===== config.mk =====
export PLATFORM = sky130hd
export DESIGN_NAME = dma_fetch_responder
export DESIGN_NICKNAME = d
export VERILOG_FILES = /design/src/rtl/dma_fetch_responder.sv
export SDC_FILE = /design/constraint.sdc
export NUM_CORES = 1
export LEC_CHECK = 0
export ABC_AREA = 0
export BUFFER_PORTS_ARGS = -buffer_cell sky130_fd_sc_hd__buf_2
export CAP_MARGIN = 20
export CORE_ASPECT_RATIO = 1.1
export CORE_MARGIN = 10
export CORE_UTILIZATION = 40
export CTS_CLUSTER_SIZE = 40
export DETAILED_ROUTE_END_ITERATION = 10
export HOLD_SLACK_MARGIN = 0.08
export PLACE_DENSITY = 0.66
export SYNTH_ARGS = -nofsm -noshare
export SYNTH_HDL_FRONTEND = slang
export SYNTH_SLANG_ARGS = --single-unit

===== constraint.sdc =====
create_clock -name clk -period 8.45 [get_ports clk]
set_input_delay 0.845 -clock clk [delete_from_list [all_inputs] [get_ports clk]]
set_output_delay 0.845 -clock clk [all_outputs]
set_load 0.02 [all_outputs]

===== src/rtl/dma_fetch_responder.sv =====
// dma_fetch_responder
// Responder side of the DMA chunk-fetch handshake. Accepts one fetch request
// (source address, destination address, length in dwords), issues a single
// burst read to the memory port, writes every returned dword into video BRAM
// and pulses ack_fetch_data once the last dword has been written.
//
// Ports
//   clk, rst            clock, asynchronous active-high reset
//   fetch_data          request level from the descriptor processor
//   read_from           source byte address (dword-aligned)
//   write_to            destination BRAM byte address (dword-aligned)
//   length_data         dwords requested (clamped to PKT_LENGTH)
//   ack_fetch_data      one-cycle pulse: request fully written
//   mem_req_*           burst read request (valid/ready, address, length)
//   mem_rsp_*           read data beats, no backpressure
//   dma_data            BRAM write data
//   videomem_addr/_we   BRAM write byte address / write enable
//   busy                FSM not idle
//   len_err             sticky: an over-length request was seen
module dma_fetch_responder #(
    parameter int unsigned PKT_LENGTH = 8
) (
    input  logic        clk,
    input  logic        rst,
    input  logic        fetch_data,
    input  logic [15:0] read_from,
    input  logic [17:0] write_to,
    input  logic [15:0] length_data,
    output logic        ack_fetch_data,
    output logic        mem_req_valid,
    input  logic        mem_req_ready,
    output logic [15:0] mem_req_addr,
    output logic [3:0]  mem_req_len,
    input  logic        mem_rsp_valid,
    input  logic [31:0] mem_rsp_data,
    output logic [31:0] dma_data,
    output logic [17:0] videomem_addr,
    output logic        videomem_we,
    output logic        busy,
    output logic        len_err
);

    localparam int unsigned LEN_W  = 4;
    localparam int unsigned ADDR_W = 18;

    localparam logic [2:0] ST_IDLE    = 3'd0;
    localparam logic [2:0] ST_ISSUE   = 3'd1;
    localparam logic [2:0] ST_RECV    = 3'd2;
    localparam logic [2:0] ST_ACK     = 3'd3;
    localparam logic [2:0] ST_RELEASE = 3'd4;

    logic [2:0]        state_q, state_d;
    logic [LEN_W-1:0]  beats_q, beats_d;
    logic [ADDR_W-1:0] wr_ptr_q, wr_ptr_d;
    logic              ack_q, ack_d;
    logic              req_valid_q, req_valid_d;
    logic [15:0]       req_addr_q, req_addr_d;
    logic [LEN_W-1:0]  req_len_q, req_len_d;
    logic [31:0]       dma_data_q, dma_data_d;
    logic [ADDR_W-1:0] vm_addr_q, vm_addr_d;
    logic              vm_we_q, vm_we_d;
    logic              busy_q, busy_d;
    logic              len_err_q, len_err_d;

    logic              over_len;
    logic [LEN_W-1:0]  eff_len;

    // Clamp the requested length; req_len_q doubles as the latched eff_len.
    assign over_len = (length_data > 16'(PKT_LENGTH));
    assign eff_len  = over_len ? LEN_W'(PKT_LENGTH) : length_data[LEN_W-1:0];

    // State and output registers
    always_ff @(posedge clk or posedge rst) begin
        if (rst) begin
            state_q     <= ST_IDLE;
            beats_q     <= '0;
            wr_ptr_q    <= '0;
            ack_q       <= 1'b0;
            req_valid_q <= 1'b0;
            req_addr_q  <= '0;
            req_len_q   <= '0;
            dma_data_q  <= '0;
            vm_addr_q   <= '0;
            vm_we_q     <= 1'b0;
            busy_q      <= 1'b0;
            len_err_q   <= 1'b0;
        end else begin
            state_q     <= state_d;
            beats_q     <= beats_d;
            wr_ptr_q    <= wr_ptr_d;
            ack_q       <= ack_d;
            req_valid_q <= req_valid_d;
            req_addr_q  <= req_addr_d;
            req_len_q   <= req_len_d;
            dma_data_q  <= dma_data_d;
            vm_addr_q   <= vm_addr_d;
            vm_we_q     <= vm_we_d;
            busy_q      <= busy_d;
            len_err_q   <= len_err_d;
        end
    end

    // Next-state and next-output logic
    always_comb begin
        state_d     = state_q;
        beats_d     = beats_q;
        wr_ptr_d    = wr_ptr_q;
        ack_d       = 1'b0;
        req_valid_d = req_valid_q;
        req_addr_d  = req_addr_q;
        req_len_d   = req_len_q;
        dma_data_d  = dma_data_q;
        vm_addr_d   = vm_addr_q;
        vm_we_d     = 1'b0;
        len_err_d   = len_err_q;

        case (state_q)
            ST_IDLE: begin
                if (fetch_data) begin
                    req_addr_d = read_from;
                    wr_ptr_d   = write_to;
                    req_len_d  = eff_len;
                    beats_d    = '0;
                    if (over_len) begin
                        len_err_d = 1'b1;
                    end
                    if (eff_len == '0) begin
                        state_d = ST_ACK;
                        ack_d   = 1'b1;
                    end else begin
                        state_d     = ST_ISSUE;
                        req_valid_d = 1'b1;
                    end
                end
            end
            ST_ISSUE: begin
                if (mem_req_ready) begin
                    req_valid_d = 1'b0;
                    state_d     = ST_RECV;
                end
            end
            ST_RECV: begin
                if (mem_rsp_valid) begin
                    dma_data_d = mem_rsp_data;
                    vm_addr_d  = wr_ptr_q;
                    vm_we_d    = 1'b1;
                    wr_ptr_d   = wr_ptr_q + ADDR_W'(4);
                    beats_d    = beats_q + LEN_W'(1);
                    // Ack is raised alongside the final write
                    if (beats_d == req_len_q) begin
                        state_d = ST_ACK;
                        ack_d   = 1'b1;
                    end
                end
            end
            ST_ACK: begin
                state_d = ST_RELEASE;
            end
            ST_RELEASE: begin
                // Requester's level may still be high after ack; wait it out
                if (!fetch_data) begin
                    state_d = ST_IDLE;
                end
            end
            default: begin
                state_d = ST_IDLE;
            end
        endcase

        busy_d = (state_d != ST_IDLE);
    end

    assign ack_fetch_data = ack_q;
    assign mem_req_valid  = req_valid_q;
    assign mem_req_addr   = req_addr_q;
    assign mem_req_len    = req_len_q;
    assign dma_data       = dma_data_q;
    assign videomem_addr  = vm_addr_q;
    assign videomem_we    = vm_we_q;
    assign busy           = busy_q;
    assign len_err        = len_err_q;

endmodule


* Word level (Yosys, flattened, before mapping)
Index checks and enable logic that the tools add are counted.
** Operators by class
- $lt $le $gt $ge :: 1
- Add/sub/neg operators :: 2
- Eq/ne operators :: 9
- Reduce and logical (&&, ||, !) cells :: 10
- Mux-type cells :: 25
** Operator list (count)
- 2-to-1 mux 18 bit :: 2
- case mux 18 bit (2 select lines) :: 1
- adder 18 x 3 -> 18 bit, second input constant :: 1
- > comparator 16 x 4 -> 1 bit, second input constant :: 1
- 2-to-1 mux 3 bit :: 5
- case mux 3 bit (5 select lines) :: 1
- 2-to-1 mux 4 bit :: 3
- 2-to-1 mux 1 bit :: 9
- inequality test 2 bit, second input constant :: 4
- case mux 4 bit (2 select lines) :: 1
- == test 3 x 2 -> 1 bit, second input constant :: 2
- AND reduction 3 bit :: 2
- adder 4 x 1 -> 4 bit, second input constant :: 1
- == test 4 bit :: 1
- zero test 4 bit :: 1
- case mux 1 bit (2 select lines) :: 2
- AND reduction 2 bit :: 2
- AND reduction 4 bit :: 1
- nonzero test 2 bit :: 2
- == test 3 x 1 -> 1 bit, second input constant :: 1
- == test 3 bit, second input constant :: 1
- zero test 3 bit :: 1
- nonzero test 3 bit :: 1
- 2-to-1 mux 2 bit :: 1
** Storage, ports and cells
- Input port bits :: 87
- Register bits after elaboration :: 100
- Output and inout port bits :: 75
- Word-level logic and storage cells :: 59

* Logic depth before layout (Yosys ltp)
- Word-level depth :: 7
- Gate-level depth with buffers :: 6

* Worst setup path before layout
Ideal clock, no wire load.
- Path kind :: input -> register
- Start point :: input fetch_data
- End point :: register ack_q (netlist: ack_fetch_data)
- Path slack :: 6.259 ns
- Path buffers :: 1
- Data arrival time :: 2.125 ns
- Setup time :: 0.066 ns
- Cell stages on the path :: 5
- Cells stage by stage :: or3b_1 -> or2_1 -> buf_6 -> or4_4 -> nand2_1
** Between the ends
- Word-level cells in the longest chain between the ends :: 2
** Ends and longest elaborated chain
- from (decl) :: RTL line 25 : input logic fetch_data,
- 2-to-1 mux 1 bit :: RTL line 119 : if (fetch_data) begin
- case mux 1 bit (2 select lines) :: RTL line 117 : case (state_q)
- net ack_d :: RTL line 55 : logic ack_q, ack_d;
- to (signal assigned) :: RTL line 91 : ack_q <= ack_d;
- to (decl) :: RTL line 55
The timed path passes the listed nets, and every way through them passes these cells.
A chain may end at the register's enable or synchronous reset.

* Worst setup path in the final report
- Start point :: register state_q[0]
- End point :: register state_q[1]
** Between the ends
- Word-level cells in the longest chain between the ends :: 2
** Ends and longest elaborated chain
- from (decl) :: RTL line 52 : logic [2:0] state_q, state_d;
- from (signal assigned) :: RTL line 88 : state_q <= state_d;
- == test 3 bit (tied with other cells) :: RTL line 117
- case mux 3 bit (5 select lines) * :: RTL line 117
- net state_d[1] :: RTL line 52
The timed path passes the listed nets; every way through them passes the cells marked *.

==> run metrics <==
status complete, no violations; #FFs+latches synth 100; DR vias approximately 3500; Vias per Instance between 5 and 6; Peak VDD IR 0.000186 V; crit-path max cell delay 0.64 ns; # resized after CTS 0; clk_lat worst skew between 0.3 and 0.4 ns; GPL Wtd Cong approximately 0.80; asr flop ratio synth 100%; leading cell types in the layout, fill and taps excluded buf_2, dfrtp_1, nand2_1, mux2_2, a21oi_1; post-route clock period utilization 27.3%; die area 15500 um^2; Setup Buffers After CTS 0; Crit. End Element flip-flop; EDFF count, synth 0; share of cells above drive strength 1 approximately 44%; Starting DRT DRC Count 159; footprint of the multi-input gates 1760 um^2; pin count of the biggest net entering global routing 59; Tmin final 2.31 ns; PD cells 389 nW/um^2; Synthesis Warnings 0; slowest stage cell, crit path or4_4; # DRC 0; Avg Cell Area, Syn 11.3 um^2; CTS HTree Levels 3; first-pass GRT wire length about 19000 um; vias in the first global route ~3700; combinational share of power a little over two fifths; Layout Nets 627; Flop pwr share 39.9%; Die Width around 120 um; CORE AREA 10500 um^2; P_int 0.00128 W; WP data arrival 2.58 ns; buffer and inverter count on the worst path 0; Layout Skew ~0.0089 ns; RSZ-0062 raised after global routing no; DR WL/cell about 17 um; cells along the critical path or3b_1, or2_1, or4_4, o21ai_2; max frequency 433 MHz; Post-Syn Area 4360 um^2; switching share of power between 40% and 50%; chip height about 130 um; buffer depth of the longest clock path 2; hold depth 2; CP delay by family, top simple AND/OR/NAND/NOR gates; worst hold path class reg -> reg; Fin Setup TNS 0 ns; Setup violations, final 0; Primary FF master, synth dfrtp_1; post-synth cell types 46; Relative slew margins 46.3%; LEAKAGE approximately 2.7 nW; Worst-path clk slew 0.07 ns; GRT Residual Overflow 0; Seq/Total Area, Yosys 57.4%; Levels on crit path 4; CTS tree built; Inst Count DP 670; critical path class reg -> reg; register area 2500 um^2; Starting Density 41.4%; initial antenna violation count 0; Area Growth Syn to Fin 28.0%; final WL 11400 um; Inserted Diodes 0; total of fill cells in the finished design 992; worst slew pin tran 0.806 ns; Sink Count 100; hold buffers post-CTS 0; required time worst endpoint 8.72 ns; Pins Over Slew Limit 0; final setup margin 6.14 ns; reg2reg path depth 4; DR pass1 iterations 4; Total GRT Usage 14.8%; DP HPWL 8530 um; syn nets between 400 and 500; Switch Pwr 0.000888 W; Startpoint Class flip-flop; antenna-violating nets left 0; endpoints failing hold 0; post-synthesis cell count 385; most common cell after layout, fill and taps aside buf_2; number of buffers created by CTS 9; worst-path fanout max 24; Non-Filler Instances 686; IO buf count ~160; Root Buffer clkbuf_16; Core Rows 39; IO Pins 162; clock network fraction of total power 17.8%; worst slack, placed 5.78 ns; Max Cap Violations 0
routing by layer:
| metal | part of all wire, % | vias up | global-route usage (%) |
|---|---|---|---|
| met3 | 8.2 | 15 | 5.82 |
| met1 | 43 | 1675 | 17.6 |
| met2 | 47 | 126 | 23.4 |
| met5 | 0 | - | 0 |
| met4 | 1.7 | 0 | 6.25 |
| li1 | - | 1671 | - |
final cells by class:
class,instances,area share (%)
flip-flops and latches,100,44.8
multi-input cells,257,31.5
repair buffers,167,15.2
clock buffers,10,4.28
well taps,143,3.20
clock inverters,6,0.695
inverters,3,0.246
cell usage after synthesis, drive strengths merged, types with 2 or more instances:
library cell / number / share of area (%)
a211o: 2 / 0.40
a21oi: 18 / 2.1
a22o: 5 / 1.0
a2bb2oi: 5 / 1.0
and2: 2 / 0.29
and3: 2 / 0.29
and4: 4 / 0.80
buf: 7 / 0.95
clkbuf: 18 / 1.5
dfrtp: 100 / 57
ha: 2 / 0.57
inv: 3 / 0.26
mux2: 51 / 13
mux2i: 5 / 1.1
nand2: 74 / 6.4
nand3: 9 / 1.0
nand4: 6 / 0.86
nand4b: 2 / 0.40
nor2: 11 / 0.95
nor3: 3 / 0.34
nor4: 5 / 0.72
o21ai: 15 / 1.8
o22ai: 4 / 0.57
o31ai: 3 / 0.52
o32ai: 4 / 0.80
or2: 2 / 0.29
or3b: 2 / 0.40
or4: 3 / 0.60
xnor2: 5 / 1.0
xor2: 2 / 0.40
path summary, 6_finish.rpt:
kind,from,to,slack (ns)
worst max register to register,state_q[0]$_DFF_PP0_,state_q[1]$_DFF_PP0_,6.14
min in group asynchronous,rst,dma_data[24]$_DFFE_PP0P_,0.54
max in group asynchronous,rst,dma_data[6]$_DFFE_PP0P_,6.76
worst min-delay path,wr_ptr_q[1]$_DFFE_PP0P_,wr_ptr_q[1]$_DFFE_PP0P_,0.47
worst max-delay path,state_q[0]$_DFF_PP0_,state_q[1]$_DFF_PP0_,6.14
worst min register to register,wr_ptr_q[1]$_DFFE_PP0P_,wr_ptr_q[1]$_DFFE_PP0P_,0.47
state kept, by name, indices dropped and copies added (netlist names):
register and flops:
dma_data 32, videomem_addr 18, wr_ptr_q 18, mem_req_addr 16, beats_q 4, mem_req_len 4
state_q 3, ack_fetch_data 1, busy 1, len_err 1, mem_req_valid 1, videomem_we 1
worst reg2reg max path, cell delays in order (launching register included):
cell and delay (ns):
dfrtp_1 0.53, or3b_1 0.47, or2_1 0.52, or4_4 0.64, o21ai_2 0.07
per-stage QoR:
step,util [%],cell area (um^2),total power (W),hold slack (ns)
after detailed placement,50.3,5310,0.00181,0.457
after global placement,50.3,5310,0.00178,0.455
after global routing,53.0,5580,0.00233,0.503
after CTS,53.0,5580,0.00221,0.475
after floorplan,-,4360,0.00149,0.440
final,53.0,5580,0.00217,0.468
logic make-up (layout without fill, tap and decap cells):
kind of cell,count (synthesis),count (layout),share of synthesized area (%)
flip-flops,100,100,57.4
multiplexers,56,56,14.3
XOR/XNOR,7,7,1.41
adder cells (fa/ha/maj),2,2,0.573
AO/OA/AOI/OAI,61,61,9.09
AND/OR/NAND/NOR,131,131,14.5
buffers and inverters,28,186,2.75
power groups by stage:
| stage | clock network (W) | registers [W] | logic, W |
|---|---|---|---|
| global route | 0.000420 | 0.000901 | 0.00101 |
| CTS | 0.000401 | 0.000868 | 0.000942 |
| detailed placement | 0 | 0.000872 | 0.000943 |
| finish | 0.000387 | 0.000866 | 0.000919 |
| floorplan | 0 | 0.00102 | 0.000467 |
| global placement | 0 | 0.000862 | 0.000918 |
Note: power is estimated with default switching activity, not from simulation.
